## src/rtl/wb_grf.sv

```systemverilog
// MIPS write-back stage: decodes the W-stage instruction and commits its result to a 32x32 GRF.
// Two combinational read ports with optional write-before-read bypass, plus a retired-instruction counter.
module wb_grf #(
  parameter int BYPASS = 1,
  parameter int CNT_W  = 32
) (
  input  logic             clk,
  input  logic             reset,
  input  logic [31:0]      ir_w,
  input  logic [31:0]      pc4_w,
  input  logic [31:0]      aluc_w,
  input  logic [31:0]      dm_w,
  input  logic [4:0]       ra1,
  input  logic [4:0]       ra2,
  output logic [31:0]      rd1,
  output logic [31:0]      rd2,
  output logic             wb_en,
  output logic [4:0]       wb_addr,
  output logic [31:0]      wb_data,
  output logic [CNT_W-1:0] retire_cnt
);

  localparam logic [5:0] OP_RTYPE = 6'b000000;
  localparam logic [5:0] OP_JAL   = 6'b000011;
  localparam logic [5:0] OP_ADDIU = 6'b001001;
  localparam logic [5:0] OP_ORI   = 6'b001101;
  localparam logic [5:0] OP_LUI   = 6'b001111;
  localparam logic [5:0] OP_LB    = 6'b100000;
  localparam logic [5:0] OP_LH    = 6'b100001;
  localparam logic [5:0] OP_LW    = 6'b100011;
  localparam logic [5:0] OP_LBU   = 6'b100100;
  localparam logic [5:0] OP_LHU   = 6'b100101;
  localparam logic [5:0] FN_JR    = 6'b001000;
  localparam logic [5:0] FN_JALR  = 6'b001001;

  logic [5:0]  op;
  logic [5:0]  fn;
  logic [4:0]  rt;
  logic [4:0]  rd;
  logic [7:0]  mem_byte;
  logic [15:0] mem_half;
  logic [31:0] link_addr;
  logic        dec_wr;
  logic [4:0]  dec_addr;
  logic [31:0] dec_data;
  logic [31:0] regs [0:31];
  logic        unused_ir;

  assign op        = ir_w[31:26];
  assign fn        = ir_w[5:0];
  assign rt        = ir_w[20:16];
  assign rd        = ir_w[15:11];
  assign unused_ir = ^{ir_w[25:21], ir_w[10:6]};
  assign link_addr = pc4_w + 32'd4;
  assign mem_byte  = dm_w[{aluc_w[1:0], 3'b000} +: 8];
  assign mem_half  = aluc_w[1] ? dm_w[31:16] : dm_w[15:0];

  always_comb begin
    dec_wr   = 1'b0;
    dec_addr = 5'd0;
    dec_data = 32'd0;
    unique case (op)
      OP_RTYPE: begin
        if (fn == FN_JALR) begin
          dec_wr   = 1'b1;
          dec_addr = rd;
          dec_data = link_addr;
        end else if (fn != FN_JR) begin
          dec_wr   = 1'b1;
          dec_addr = rd;
          dec_data = aluc_w;
        end
      end
      OP_ORI, OP_LUI, OP_ADDIU: begin
        dec_wr   = 1'b1;
        dec_addr = rt;
        dec_data = aluc_w;
      end
      OP_LW: begin
        dec_wr   = 1'b1;
        dec_addr = rt;
        dec_data = dm_w;
      end
      OP_LB, OP_LBU: begin
        dec_wr   = 1'b1;
        dec_addr = rt;
        dec_data = (op == OP_LB) ? {{24{mem_byte[7]}}, mem_byte} : {24'd0, mem_byte};
      end
      OP_LH, OP_LHU: begin
        dec_wr   = 1'b1;
        dec_addr = rt;
        dec_data = (op == OP_LH) ? {{16{mem_half[15]}}, mem_half} : {16'd0, mem_half};
      end
      OP_JAL: begin
        dec_wr   = 1'b1;
        dec_addr = 5'd31;
        dec_data = link_addr;
      end
      default: begin
        dec_wr = 1'b0;
      end
    endcase
  end

  // A decoded write to $0 is reported as no write at all: address and data both zero.
  assign wb_en   = dec_wr && (dec_addr != 5'd0);
  assign wb_addr = wb_en ? dec_addr : 5'd0;
  assign wb_data = wb_en ? dec_data : 32'd0;

  always_ff @(posedge clk) begin
    if (reset) begin
      for (int i = 0; i < 32; i++) regs[i] <= 32'd0;
    end else if (wb_en) begin
      regs[wb_addr] <= wb_data;
    end
  end

  always_ff @(posedge clk) begin
    if (reset)
      retire_cnt <= '0;
    else if (ir_w != 32'd0)
      retire_cnt <= retire_cnt + CNT_W'(1);
  end

  always_comb begin
    if (ra1 == 5'd0)
      rd1 = 32'd0;
    else if ((BYPASS != 0) && wb_en && (ra1 == wb_addr))
      rd1 = wb_data;
    else
      rd1 = regs[ra1];
  end

  always_comb begin
    if (ra2 == 5'd0)
      rd2 = 32'd0;
    else if ((BYPASS != 0) && wb_en && (ra2 == wb_addr))
      rd2 = wb_data;
    else
      rd2 = regs[ra2];
  end

endmodule
```

## config.mk

```make
export PLATFORM = sky130hd
export DESIGN_NAME = wb_grf
export DESIGN_NICKNAME = d
export VERILOG_FILES = /design/src/rtl/wb_grf.sv
export SDC_FILE = /design/constraint.sdc
export NUM_CORES = 2
export LEC_CHECK = 0
export BUFFER_PORTS_ARGS = -buffer_cell sky130_fd_sc_hd__buf_4
export CAP_MARGIN = 20
export CORE_ASPECT_RATIO = 1.25
export CORE_MARGIN = 5
export CORE_UTILIZATION = 40
export DETAILED_ROUTE_END_ITERATION = 6
export SLEW_MARGIN = 20
export SYNTH_ARGS = -nofsm -noshare
export SYNTH_HDL_FRONTEND = slang
export SYNTH_SLANG_ARGS = --single-unit
export TNS_END_PERCENT = 30
```

## constraint.sdc

```tcl
create_clock -name clk -period 3.6 [get_ports clk]
set_input_delay 0.72 -clock clk [delete_from_list [all_inputs] [get_ports clk]]
set_output_delay 0.72 -clock clk [all_outputs]
set_load 0.1 [all_outputs]
```

==> impl_metrics.csv <==
group,metric,value,unit
outcome,status,"complete, but fails checks",
outcome,violations,"setup timing",
timing,fin_worst_hold_slack,0.487,ns
job,drv_cap,0,
placed_design,numPortBuffers,273,
floorplan,fp.dieH,432,um
synthesis,syn_area,57000,um2
clock_network,worstSkewPairLatency,0.75,ns
clock_network,cts_hold_buffers,0,
timing,final_hold_viol_count,0,
global_route,grt.total_usage,30.4,%
critical_path,startpoint_type,"input pin",
synthesis,yosys_register_bits,1056,
floorplan,die_width,348,um
synthesis,yosysSeqAreaShare,55.0,%
timing,clock_skew,0.0201,ns
clock_network,clk_pin_slew_worst_paths,0.06,ns
timing,maxSlewViolCount,0,
pwr,p_total,32.5,mW
timing,period_minus_slack,4.24,ns
hold_path,min_path_type,"flip-flop to flip-flop",
synthesis,synth_edf_count,1024,
synthesis,synthArstFlopShare,0,%
global_route,grt_max_degree,51,
global_route,grt_pass1_vias,43100,
timing,finalSetupViolations,97,
synthesis,synth_warnings,0,
placed_design,gp_congestion,0.953,
finish,drive_gt1_share,41.8,%
pwr,p_per_area,440,nW/um2
finish,syn2layout_area_growth,29.3,%
pwr,power.leakage,24.6,nW
synthesis,synth_ff_type,"edfxtp_1",
clock_network,cts_buffer_depth,3,
global_route,grt-ovfl-total,0,
timing,rsz0062_at_grt,"yes",
route,drt-pass1-iter-count,6,
critical_path,arrival,3.52,ns
placed_design,place_hpwl,157000,um
timing,slew_headroom,47.2,%
route,antenna_left,0,
route,drc,0,
clock_network,numCtsBuffers,107,
pwr,ir_worst_vdd,0.386,mV
timing,period_share,118,%
floorplan,start_util,40.1,%
floorplan,ioPinCount,274,
route,dr_total_vias,42200,
synthesis,syn_area_per_cell,14.1,um2
finish,fin_nets,4818,
clock_network,cts_tree,"built",
floorplan,core-area,142000,um2
critical_path,crit_type,"input pin to output pin",
clock_network,h-tree-depth,3,
critical_path,crit_fanout,7,
floorplan,die-area,150000,um2
timing,clock.fmax,236,MHz
clock_network,cts_root_buffer,"clkbuf_16",
timing,fin_ws,-0.640,ns
route,drtIter0Drc,5915,
critical_path,timing.critical_path.to_type,"output pin",
floorplan,core.rowCount,155,
synthesis,synth.distinct_cells,76,
synthesis,syn_inst,4051,
global_route,antenna_found_initial,6,
critical_path,critPathRequiredTime,2.88,ns
route,viasPerCell,6.33,
route,routedWlPerCell,34.7,um
global_route,grt_pass1_wl,322000,um
route,routed_wl,231000,um
clock_network,cts_sinks,1056,
timing,worst_pin_slew,0.792,ns
where the power goes:
group	leakage, nW	total, mW	switching (mW)	internal [mW]
logic	13.0	6.97	3.93	3.04
registers	10.0	14.4	0.322	14.1
clock network	1.64	11.1	5.07	5.99
per-layer routing:
layer | wire length (um) | vias up | global-route usage (%)
met1 | 76800 | 21800 | 36.3
li1 | - | 16700 | -
met2 | 112000 | 2949 | 50.1
met5 | 34 | - | 0
met3 | 24500 | 725 | 6.79
met4 | 17800 | 4 | 19.2
area by class of cell:
type,count,area (um2)
fill,12000,68600
sequential,1056,31400
multi-input combinational,2547,25400
timing repair buffer,912,11000
clock buffer,122,2730
tap,1884,2360
clock inverter,78,677
inverter,52,213
antenna,8,20.0
kinds of logic (layout without fill, tap and decap cells):
group | after synthesis | in the layout | synth area share (%)
simple gates | 1530 | 1530 | 11.2
flops | 1056 | 1056 | 55.0
mux | 643 | 643 | 25.3
buf+inv | 479 | 1164 | 3.82
compound gates | 293 | 293 | 3.88
xor+xnor | 47 | 47 | 0.722
fa+ha+maj | 2 | 2 | 0.0439
other cells | 1 | 40 | 0.00657
cell usage after synthesis (22+ instances only):
| library cell | number | share of area [%] |
|---|---|---|
| nor2_1 | 1035 | 6.8 |
| edfxtp_1 | 1024 | 54 |
| mux4_2 | 641 | 25 |
| nand2_1 | 290 | 1.9 |
| clkbuf_1 | 189 | 1.2 |
| buf_2 | 148 | 1.3 |
| a211oi_1 | 68 | 0.89 |
| a31oi_1 | 65 | 0.71 |
| buf_1 | 53 | 0.35 |
| inv_1 | 46 | 0.30 |
| a21oi_1 | 39 | 0.34 |
| nand2b_1 | 38 | 0.42 |
| o21bai_1 | 34 | 0.45 |
| dfxtp_1 | 32 | 1.1 |
| nand3_1 | 32 | 0.28 |
| xnor2_1 | 30 | 0.46 |
| buf_4 | 22 | 0.29 |
| nor3_1 | 22 | 0.19 |
placed cells by master (no fill, tap or decap), drive strengths merged, types with 13 or more instances in the layout:
cell / count
a21oi: 50
inv: 54
edfxtp: 1024
xor2: 17
and3: 20
a31oi: 65
clkinv: 58
nand3: 33
mux4: 641
nand2: 291
conb: 32
buf: 910
a221o: 13
nand4: 17
o21ai: 16
dfxtp: 32
xnor2: 30
nor3: 30
clkbuf: 124
nand2b: 38
a211oi: 73
o21bai: 34
nor2: 1037
critical path: stages:
cell and delay [ns]:
buf_8 0.10, or3_4 0.41, a2111oi_4 0.36, buf_4 0.20, and2_4 0.21, nor3_4 0.07
a311oi_4 0.31, buf_12 0.18, buf_12 0.16, buf_12 0.16, a31oi_4 0.11, a211oi_4 0.28
buf_12 0.21
final timing paths:
check                              startpoint                          end  slack [ns]  depth (start not counted)
setup reg to reg   retire_cnt[3]$_SDFFE_PP0P_  retire_cnt[31]$_SDFFE_PP0P_        0.74                          6
hold / removal    retire_cnt[16]$_SDFFE_PP0P_  retire_cnt[16]$_SDFFE_PP0P_        0.49                          2
setup / recovery                     ir_w[29]                      rd1[11]       -0.64                         13
hold reg to reg   retire_cnt[16]$_SDFFE_PP0P_  retire_cnt[16]$_SDFFE_PP0P_        0.49                          2
timing repair:
action,in CTS,in global routing
cloned,4,2
setup buffers,17,7
pin swaps,49,37
gates resized for setup,341,51
endpoints found under the setup margin,97,97
per-stage QoR:
| step | utilization, % | TNS [ns] | area (um2) | instances | setup WS, ns |
|---|---|---|---|---|---|
| after floorplan | - | -248.98 | 58400 | 4082 | -0.531 |
| after CTS | 51.6 | -39.08 | 73500 | 6648 | -0.545 |
| after global routing | 51.8 | -51.19 | 73800 | 6654 | -0.686 |
| final | 51.8 | -43.70 | 73800 | 6659 | -0.640 |
| after detailed placement | 48.0 | -223.01 | 68300 | 6429 | -0.779 |
| after global placement | 48.0 | -184.44 | 68300 | 6429 | -0.763 |
flip-flops by register name (all words and copies together), names as in the netlist:
register	count
retire_cnt	32
regs	1024
Note: power is estimated with default switching activity, not from simulation.
